**src/rtl/doodle_pkg.sv**
```systemverilog
// Shared types and widths for the doodle accelerometer path: sample/tilt widths,
// the tilt controller state encoding and a small saturating-counter helper.
package doodle_pkg;

   localparam int ACL_SAMPLE_W = 12;
   localparam int TILT_W       = 4;

   typedef enum logic [2:0] {
      ACL_IDLE      = 3'd0,
      ACL_WAIT_TICK = 3'd1,
      ACL_REQ       = 3'd2,
      ACL_WAIT_DONE = 3'd3,
      ACL_UPDATE    = 3'd4
   } acl_state_e;

   function automatic logic [7:0] sat_inc8(input logic [7:0] v);
      if (v == 8'hFF) begin
         return v;
      end else begin
         return v + 8'd1;
      end
   endfunction

endpackage

```
**src/rtl/acl_tilt_ctrl_if.sv**
```systemverilog
// Request/response handshake between the tilt controller and the SPI transaction engine.
interface acl_tilt_ctrl_if;
   import doodle_pkg::*;

   logic                    spi_busy;
   logic                    spi_start;
   logic                    spi_done;
   logic [ACL_SAMPLE_W-1:0] spi_rdata;

   modport master (input spi_busy, output spi_start, input spi_done, input spi_rdata);
   modport slave  (output spi_busy, input spi_start, output spi_done, output spi_rdata);

endinterface

```
**src/rtl/acl_tilt_eval.sv**
```systemverilog
// Combinational tilt evaluation: window average plus previous direction in,
// hysteresis-filtered direction and saturated intensity out.
module acl_tilt_eval
   import doodle_pkg::*;
#(
   parameter int DEAD_ON   = 64,
   parameter int DEAD_OFF  = 48,
   parameter int MAG_SHIFT = 5
) (
   input  logic signed [ACL_SAMPLE_W-1:0] avg_i,
   input  logic                           prev_left_i,
   input  logic                           prev_right_i,
   output logic                           left_o,
   output logic                           right_o,
   output logic [TILT_W-1:0]              intensity_o
);

   localparam logic [ACL_SAMPLE_W-1:0] DEAD_ON_V  = ACL_SAMPLE_W'(DEAD_ON);
   localparam logic [ACL_SAMPLE_W-1:0] DEAD_OFF_V = ACL_SAMPLE_W'(DEAD_OFF);
   localparam logic [ACL_SAMPLE_W-1:0] SAT_V      = ACL_SAMPLE_W'((1 << TILT_W) - 1);
   localparam logic [ACL_SAMPLE_W-1:0] ONE_V      = ACL_SAMPLE_W'(1);

   logic                    is_neg_s;
   logic                    is_pos_s;
   logic                    hold_s;
   logic                    enter_s;
   logic [ACL_SAMPLE_W-1:0] mag_s;
   logic [ACL_SAMPLE_W-1:0] shifted_s;

   // Magnitude, hysteresis thresholds and direction/intensity selection
   always_comb begin
      is_neg_s = avg_i[ACL_SAMPLE_W-1];
      is_pos_s = (!is_neg_s) && (avg_i != {ACL_SAMPLE_W{1'b0}});
      // Unsigned negation so the most negative average maps to its true magnitude
      if (is_neg_s) begin
         mag_s = ~avg_i + ONE_V;
      end else begin
         mag_s = avg_i;
      end
      shifted_s = mag_s >> MAG_SHIFT;
      hold_s    = (mag_s >= DEAD_OFF_V);
      enter_s   = (mag_s >= DEAD_ON_V);

      left_o  = 1'b0;
      right_o = 1'b0;
      if (prev_right_i && is_neg_s && hold_s) begin
         right_o = 1'b1;
      end else if (prev_left_i && is_pos_s && hold_s) begin
         left_o = 1'b1;
      end else if (enter_s && is_neg_s) begin
         right_o = 1'b1;
      end else if (enter_s && is_pos_s) begin
         left_o = 1'b1;
      end else begin
         left_o  = 1'b0;
         right_o = 1'b0;
      end

      if (!(left_o || right_o)) begin
         intensity_o = {TILT_W{1'b0}};
      end else if (shifted_s > SAT_V) begin
         intensity_o = {TILT_W{1'b1}};
      end else begin
         intensity_o = shifted_s[TILT_W-1:0];
      end
   end

endmodule

```
**src/rtl/acl_tilt_ctrl.sv**
```systemverilog
// Accelerometer poll sequencer: periodic SPI reads, window averaging, debounced tilt.
// Optional watchdog on the SPI response is enabled by defining ACL_TIMEOUT_EN.
module acl_tilt_ctrl
   import doodle_pkg::*;
#(
   parameter int POLL_CYCLES    = 100000,
   parameter int AVG_LOG2       = 2,
   parameter int DEAD_ON        = 64,
   parameter int DEAD_OFF       = 48,
   parameter int MAG_SHIFT      = 5,
   parameter int TIMEOUT_CYCLES = 4096
) (
   input  logic                  Clk,
   input  logic                  Reset_n,
   input  logic                  en,
   acl_tilt_ctrl_if.master       spi,
   output logic                  tilt_left,
   output logic                  tilt_right,
   output logic [TILT_W-1:0]     tilt_intensity,
   output logic                  sample_valid,
   output logic [7:0]            err_count
);

   localparam int ACC_W   = ACL_SAMPLE_W + AVG_LOG2;
   localparam int CNT_W   = AVG_LOG2 + 1;
   localparam int TMR_MAX = (POLL_CYCLES > TIMEOUT_CYCLES) ? POLL_CYCLES : TIMEOUT_CYCLES;
   localparam int TMR_W   = $clog2(TMR_MAX + 1);

   localparam logic [TMR_W-1:0] POLL_LAST = TMR_W'(POLL_CYCLES - 1);
   localparam logic [TMR_W-1:0] TMR_ONE   = TMR_W'(1);
   localparam logic [CNT_W-1:0] CNT_LAST  = CNT_W'((1 << AVG_LOG2) - 1);
   localparam logic [CNT_W-1:0] CNT_ONE   = CNT_W'(1);

   acl_state_e               state_q, state_d;
   logic [TMR_W-1:0]         timer_q, timer_d;
   logic signed [ACC_W-1:0]  acc_q, acc_d;
   logic [CNT_W-1:0]         cnt_q, cnt_d;
   logic                     start_q, start_d;
   logic                     left_q, left_d;
   logic                     right_q, right_d;
   logic [TILT_W-1:0]        int_q, int_d;
   logic                     valid_q, valid_d;

   logic signed [ACC_W-1:0]        sext_s;
   logic signed [ACL_SAMPLE_W-1:0] avg_s;
   logic                           eval_left_s;
   logic                           eval_right_s;
   logic [TILT_W-1:0]              eval_int_s;

`ifdef ACL_TIMEOUT_EN
   localparam logic [TMR_W-1:0] TO_LAST = TMR_W'(TIMEOUT_CYCLES - 1);
   logic [7:0] err_q, err_d;
`endif

   assign sext_s = ACC_W'($signed(spi.spi_rdata));
   assign avg_s  = ACL_SAMPLE_W'(acc_q >>> AVG_LOG2);

   acl_tilt_eval #(
      .DEAD_ON   (DEAD_ON),
      .DEAD_OFF  (DEAD_OFF),
      .MAG_SHIFT (MAG_SHIFT)
   ) u_eval (
      .avg_i        (avg_s),
      .prev_left_i  (left_q),
      .prev_right_i (right_q),
      .left_o       (eval_left_s),
      .right_o      (eval_right_s),
      .intensity_o  (eval_int_s)
   );

   // Next-state, timer, accumulator and output-register logic
   always_comb begin
      state_d = state_q;
      timer_d = timer_q;
      acc_d   = acc_q;
      cnt_d   = cnt_q;
      start_d = 1'b0;
      left_d  = left_q;
      right_d = right_q;
      int_d   = int_q;
      valid_d = 1'b0;
`ifdef ACL_TIMEOUT_EN
      err_d   = err_q;
`endif
      case (state_q)
         ACL_IDLE: begin
            if (en) begin
               state_d = ACL_WAIT_TICK;
               timer_d = {TMR_W{1'b0}};
            end else begin
               state_d = ACL_IDLE;
            end
         end
         ACL_WAIT_TICK: begin
            // Partial window survives a disable so polling resumes mid-window
            if (!en) begin
               state_d = ACL_IDLE;
            end else if (timer_q == POLL_LAST) begin
               state_d = ACL_REQ;
            end else begin
               timer_d = timer_q + TMR_ONE;
            end
         end
         ACL_REQ: begin
            if (!spi.spi_busy) begin
               start_d = 1'b1;
               state_d = ACL_WAIT_DONE;
               timer_d = {TMR_W{1'b0}};
            end else begin
               state_d = ACL_REQ;
            end
         end
         ACL_WAIT_DONE: begin
            if (spi.spi_done) begin
               acc_d   = acc_q + sext_s;
               cnt_d   = cnt_q + CNT_ONE;
               timer_d = {TMR_W{1'b0}};
               if (cnt_q == CNT_LAST) begin
                  state_d = ACL_UPDATE;
               end else begin
                  state_d = ACL_WAIT_TICK;
               end
            end else begin
`ifdef ACL_TIMEOUT_EN
               if (timer_q == TO_LAST) begin
                  err_d   = sat_inc8(err_q);
                  state_d = ACL_WAIT_TICK;
                  timer_d = {TMR_W{1'b0}};
               end else begin
                  timer_d = timer_q + TMR_ONE;
               end
`else
               timer_d = timer_q;
`endif
            end
         end
         ACL_UPDATE: begin
            left_d  = eval_left_s;
            right_d = eval_right_s;
            int_d   = eval_int_s;
            valid_d = 1'b1;
            acc_d   = {ACC_W{1'b0}};
            cnt_d   = {CNT_W{1'b0}};
            timer_d = {TMR_W{1'b0}};
            state_d = ACL_WAIT_TICK;
         end
         default: begin
            state_d = ACL_IDLE;
         end
      endcase
   end

   // State and output registers
   always_ff @(posedge Clk or negedge Reset_n) begin
      if (!Reset_n) begin
         state_q <= ACL_IDLE;
         timer_q <= {TMR_W{1'b0}};
         acc_q   <= {ACC_W{1'b0}};
         cnt_q   <= {CNT_W{1'b0}};
         start_q <= 1'b0;
         left_q  <= 1'b0;
         right_q <= 1'b0;
         int_q   <= {TILT_W{1'b0}};
         valid_q <= 1'b0;
`ifdef ACL_TIMEOUT_EN
         err_q   <= 8'd0;
`endif
      end else begin
         state_q <= state_d;
         timer_q <= timer_d;
         acc_q   <= acc_d;
         cnt_q   <= cnt_d;
         start_q <= start_d;
         left_q  <= left_d;
         right_q <= right_d;
         int_q   <= int_d;
         valid_q <= valid_d;
`ifdef ACL_TIMEOUT_EN
         err_q   <= err_d;
`endif
      end
   end

   assign spi.spi_start   = start_q;
   assign tilt_left       = left_q;
   assign tilt_right      = right_q;
   assign tilt_intensity  = int_q;
   assign sample_valid    = valid_q;
`ifdef ACL_TIMEOUT_EN
   assign err_count       = err_q;
`else
   assign err_count       = 8'd0;
`endif

endmodule

```
**src/flat_wrapper.sv**
```systemverilog
// flat-port wrapper written by rule: the top's interface ports become plain ports
module acl_tilt_ctrl_flat import doodle_pkg::*;
#(
   parameter int POLL_CYCLES    = 100000,
   parameter int AVG_LOG2       = 2,
   parameter int DEAD_ON        = 64,
   parameter int DEAD_OFF       = 48,
   parameter int MAG_SHIFT      = 5,
   parameter int TIMEOUT_CYCLES = 4096
)
  (Clk, Reset_n, en, tilt_left, tilt_right, tilt_intensity, sample_valid, err_count, spi_spi_busy, spi_spi_start, spi_spi_done, spi_spi_rdata);
  acl_tilt_ctrl_if spi_i ();
  input  logic Clk;
  input  logic Reset_n;
  input  logic en;
  output logic tilt_left;
  output logic tilt_right;
  output logic [TILT_W-1:0] tilt_intensity;
  output logic sample_valid;
  output logic [7:0] err_count;
  input wire logic [$bits(spi_i.spi_busy)-1:0] spi_spi_busy;
  output wire logic [$bits(spi_i.spi_start)-1:0] spi_spi_start;
  input wire logic [$bits(spi_i.spi_done)-1:0] spi_spi_done;
  input wire logic [$bits(spi_i.spi_rdata)-1:0] spi_spi_rdata;
  assign spi_i.spi_busy = spi_spi_busy;
  assign spi_spi_start = spi_i.spi_start;
  assign spi_i.spi_done = spi_spi_done;
  assign spi_i.spi_rdata = spi_spi_rdata;
  acl_tilt_ctrl #(.POLL_CYCLES(POLL_CYCLES), .AVG_LOG2(AVG_LOG2), .DEAD_ON(DEAD_ON), .DEAD_OFF(DEAD_OFF), .MAG_SHIFT(MAG_SHIFT), .TIMEOUT_CYCLES(TIMEOUT_CYCLES)) u_core (.Clk(Clk), .Reset_n(Reset_n), .en(en), .spi(spi_i), .tilt_left(tilt_left), .tilt_right(tilt_right), .tilt_intensity(tilt_intensity), .sample_valid(sample_valid), .err_count(err_count));
endmodule
```
**config.mk**
```make
export PLATFORM = sky130hd
export DESIGN_NAME = acl_tilt_ctrl_flat
export DESIGN_NICKNAME = d
export VERILOG_FILES = /design/src/rtl/doodle_pkg.sv /design/src/rtl/acl_tilt_ctrl_if.sv /design/src/rtl/acl_tilt_eval.sv /design/src/rtl/acl_tilt_ctrl.sv /design/src/flat_wrapper.sv
export SDC_FILE = /design/constraint.sdc
export NUM_CORES = 1
export LEC_CHECK = 0
export BUFFER_PORTS_ARGS = -buffer_cell sky130_fd_sc_hd__clkbuf_2
export CORE_ASPECT_RATIO = 0.9
export CORE_MARGIN = 1
export CORE_UTILIZATION = 60
export CTS_BUF_LIST = sky130_fd_sc_hd__clkbuf_2
export DETAILED_ROUTE_END_ITERATION = 16
export PLACE_DENSITY = 0.82
export SLEW_MARGIN = 30
export SYNTH_ARGS = -nofsm -noshare
export SYNTH_HDL_FRONTEND = slang
export SYNTH_SLANG_ARGS = --single-unit
```
**constraint.sdc**
```tcl
create_clock -name Clk -period 4 [get_ports Clk]
set_input_delay 0.6 -clock Clk [delete_from_list [all_inputs] [get_ports Clk]]
set_output_delay 0.6 -clock Clk [all_outputs]
set_load 0.03 [all_outputs]
```
==> results.py <==
metrics = {
    "worst_setup_path": {
        "cp-end-kind": "register",
        "r2r_end": "u_core.acc_q[13]",
        "startpoint_type": "register",
        "rrSetupSlack_ns": 1.43,
        "max_stage_delay_ns": 0.52,
        "crit_chain": "ha_1 -> o21a_1 -> o21ai_0 -> or3b_2 -> or3_1 -> mux2i_1 -> a211oi_1 -> a31oi_1",
        "critPathSlowestCell": "dfrtp_1",
        "cp.required_ns": 4.31,
        "worstReg2RegStart": "u_core.acc_q[6]",
        "path_max_fanout": 8,
        "rr_worst_depth": 8,
        "crit_type": "register to register",
        "cp.arrival_ns": 2.88,
    },
    "synth": {
        "ys.warnings.count": 0,
        "async_flop_share": 1.000,
        "netlist_area_mm2": 0.002905,
        "yosys.area.top_type": "dfrtp_1",
        "synth_top_area_frac": 0.3876,
        "synth_cell_types": 54,
        "postSynthAreaPerCell_um2": 8.939,
        "ys_top_cells_by_count": "dfrtp_1, nand2_1, nor2_1, o21ai_0, ha_1",
        "syn_inst": 325,
        "yosys_register_bits": 45,
        "yosysMostFrequentCell": "dfrtp_1",
        "synth_edf_count": 0,
        "synth_area_leaders": "dfrtp_1, ha_1, o21ai_0",
        "ys.flop_type": "dfrtp_1",
        "ys_seq_area_frac": 0.3876,
    },
    "power_and_ir_drop": {
        "leakagePower_nw": 1.448,
        "pwr_density_cell_mw_per_mm2": 229.6,
        "ir_worst_vdd_mv": 0.1393,
        "power_mw": 0.7078,
    },
    "route": {
        "wl_met3_um": 248,
        "vias": 2399,
        "drt-total-wl_mm": 5.563,
        "drtAntennaViolNets": 0,
        "wire_per_inst_um": 13.57,
        "first_pass_iters": 4,
        "drt-initial-drc-count": 198,
        "vias_per_cell": 5.851,
        "m1WireLength_mm": 2.824,
        "highest_layer": "met4",
        "drc_errors": 0,
        "wl_met2_mm": 2.414,
    },
    "timing": {
        "setup_viol_count_final": 0,
        "fin_crit_ns": 2.569,
        "clock.fmax_ghz": 0.3893,
        "setup_ws_ns": 1.431,
        "finalClockSkew_ns": 0.03020,
        "setup_tns_ns": 0,
        "rsz0062_at_grt": "false",
        "slew_viol_final": 0,
        "timing.final.crit_share": 0.6422,
        "slew_headroom": 0.5247,
        "worstMarginPinSlew_ns": 0.7104,
        "hold_viol": 0,
    },
    "global_routing": {
        "grt_pass1_vias": 2082,
        "grt_antenna_before_repair": 0,
        "track_usage": 0.2401,
        "overflow": 0,
        "grt_max_degree": 46,
        "grt_pass1_wl_mm": 9.342,
    },
    "die": {
        "die_w_um": 75.35,
        "io-pin-count": 33,
        "rows": 23,
        "core_area_mm2": 0.004547,
        "chipHeight_um": 68.02,
        "initial_core_util": 0.6390,
        "fp.dieArea_mm2": 0.005125,
    },
    "cts": {
        "ctsResizeCount": 0,
        "cts_root_buf": "clkbuf_2",
        "clock_sinks": 45,
        "worstSkewPairLatency_ns": 0.41,
        "cts_tree": "done",
        "post-cts-setup-buffers": 0,
        "htreeDepth": 2,
        "cts.path.max_buffers": 2,
        "hold_buffers": 0,
        "clkSlewWorstSetupHoldPaths_ns": 0.23,
        "cts_buffers": 5,
    },
    "placed_design": {
        "place_area_mm2": 0.003045,
        "gp_congestion": 0.8634,
        "hpwl_mm": 4.138,
        "place_inst": 402,
        "io_buffers": 24,
        "pre_cts_ws_ns": 1.156,
    },
    "final_layout": {
        "fin_cells": 410,
        "n_antenna_cell": 0,
        "finalNetCount": 381,
        "design_area_mm2": 0.003083,
        "area_delta_synth_final_pct": 6.116,
        "drive_above_1_share": 0.1351,
    },
    "hold_path": {
        "hold_class": "input port to asynchronous set/reset pin",
    },
    "run_status": {
        "status": "finished, final reports clean",
    },
    "flow_run": {
        "maxCapViolations": 0,
    },
}
[worst max-delay path by stage]
stage	from	to	slack [ns]
after detailed placement	spi_spi_rdata[0]	u_core.acc_q[12]	1.16
final	u_core.acc_q[6]	u_core.acc_q[13]	1.43
after global placement	spi_spi_rdata[0]	u_core.acc_q[12]	1.23
after CTS	u_core.acc_q[6]	u_core.acc_q[13]	1.45
after global routing	u_core.acc_q[0]	u_core.acc_q[12]	1.26
after floorplan	spi_spi_rdata[0]	u_core.acc_q[12]	1.43
[registers in the layout (all words and copies together) (netlist names)]
register and cells:
u_core.acc_q 14, u_core.cnt_q 3, u_core.sample_valid 1, u_core.spi.spi_start 1
u_core.state_q 3, u_core.tilt_intensity 4, u_core.tilt_left 1, u_core.tilt_right 1
u_core.timer_q 17
[metrics by stage]
stage                       util  hold WS (ns)
after floorplan                -        0.3044
after global placement    0.6698        0.4518
after detailed placement  0.6698        0.4573
after CTS                 0.6780        0.2384
after global routing      0.6780        0.2507
final                     0.6780        0.2266
[report_power, final]
part	internal (mW)	total [mW]	switching (mW)
Combinational	0.0228	0.0670	0.0442
Sequential	0.459	0.464	0.00479
Clock	0.0383	0.177	0.139
Total	0.520	0.708	0.188
[critical path: cells and delay by family (launching register included)]
kind	cells	cell delay, ns
AOI/OAI and AO/OA	4	0.55
adders and majority gates	1	0.39
DFF	1	0.52
muxes	1	0.14
and+or+nand+nor	2	0.89
[layout make-up]
cell class / instances / area [µm²]
Multi-Input combinational cell: 258 / 1662
Fill cell: 412 / 1464
Sequential cell: 45 / 1126
Timing Repair Buffer: 27 / 142.6
Tap cell: 62 / 77.57
Inverter: 10 / 37.54
Clock buffer: 5 / 25.02
Clock inverter: 3 / 12.51
[cells in the final DEF (no fill, tap or decap), drive strengths merged, types with 4 or more instances in the layout]
| cell | Yosys | routed |
|---|---|---|
| clkbuf | 9 | 29 |
| o21ai | 29 | 29 |
| o31ai | 5 | 5 |
| inv | 10 | 10 |
| a21oi | 11 | 11 |
| xor2 | 13 | 13 |
| conb | 1 | 8 |
| a211oi | 4 | 4 |
| nand3 | 10 | 10 |
| or2 | 5 | 5 |
| nor2 | 35 | 35 |
| a22o | 4 | 4 |
| nor2b | 4 | 4 |
| nor3 | 9 | 9 |
| ha | 16 | 16 |
| xnor2 | 11 | 11 |
| nor4 | 4 | 4 |
| nand2 | 34 | 34 |
| or3 | 5 | 5 |
| dfrtp | 45 | 45 |
| o21a | 7 | 7 |
| nand2b | 5 | 5 |
[cells by family after synthesis]
group                    Yosys count  share of synthesized area
multiplexers                       3                    0.01077
buffers and inverters             29                    0.04952
adder cells (fa/ha/maj)           17                    0.07580
XOR/XNOR                          24                    0.07235
other                              1                   0.001291
flip-flops                        45                     0.3876
AND/OR/NAND/NOR                  128                     0.2278
AO/OA/AOI/OAI                     78                     0.1749
[routing by layer]
| layer | up-vias | global-route usage |
|---|---|---|
| met5 | - | 0 |
| met3 | 9 | 0.04860 |
| met2 | 60 | 0.3705 |
| met1 | 1140 | 0.3390 |
| met4 | 0 | 0.07639 |
| li1 | 1190 | - |
No activity file was read; power rests on OpenSTA's default activity.
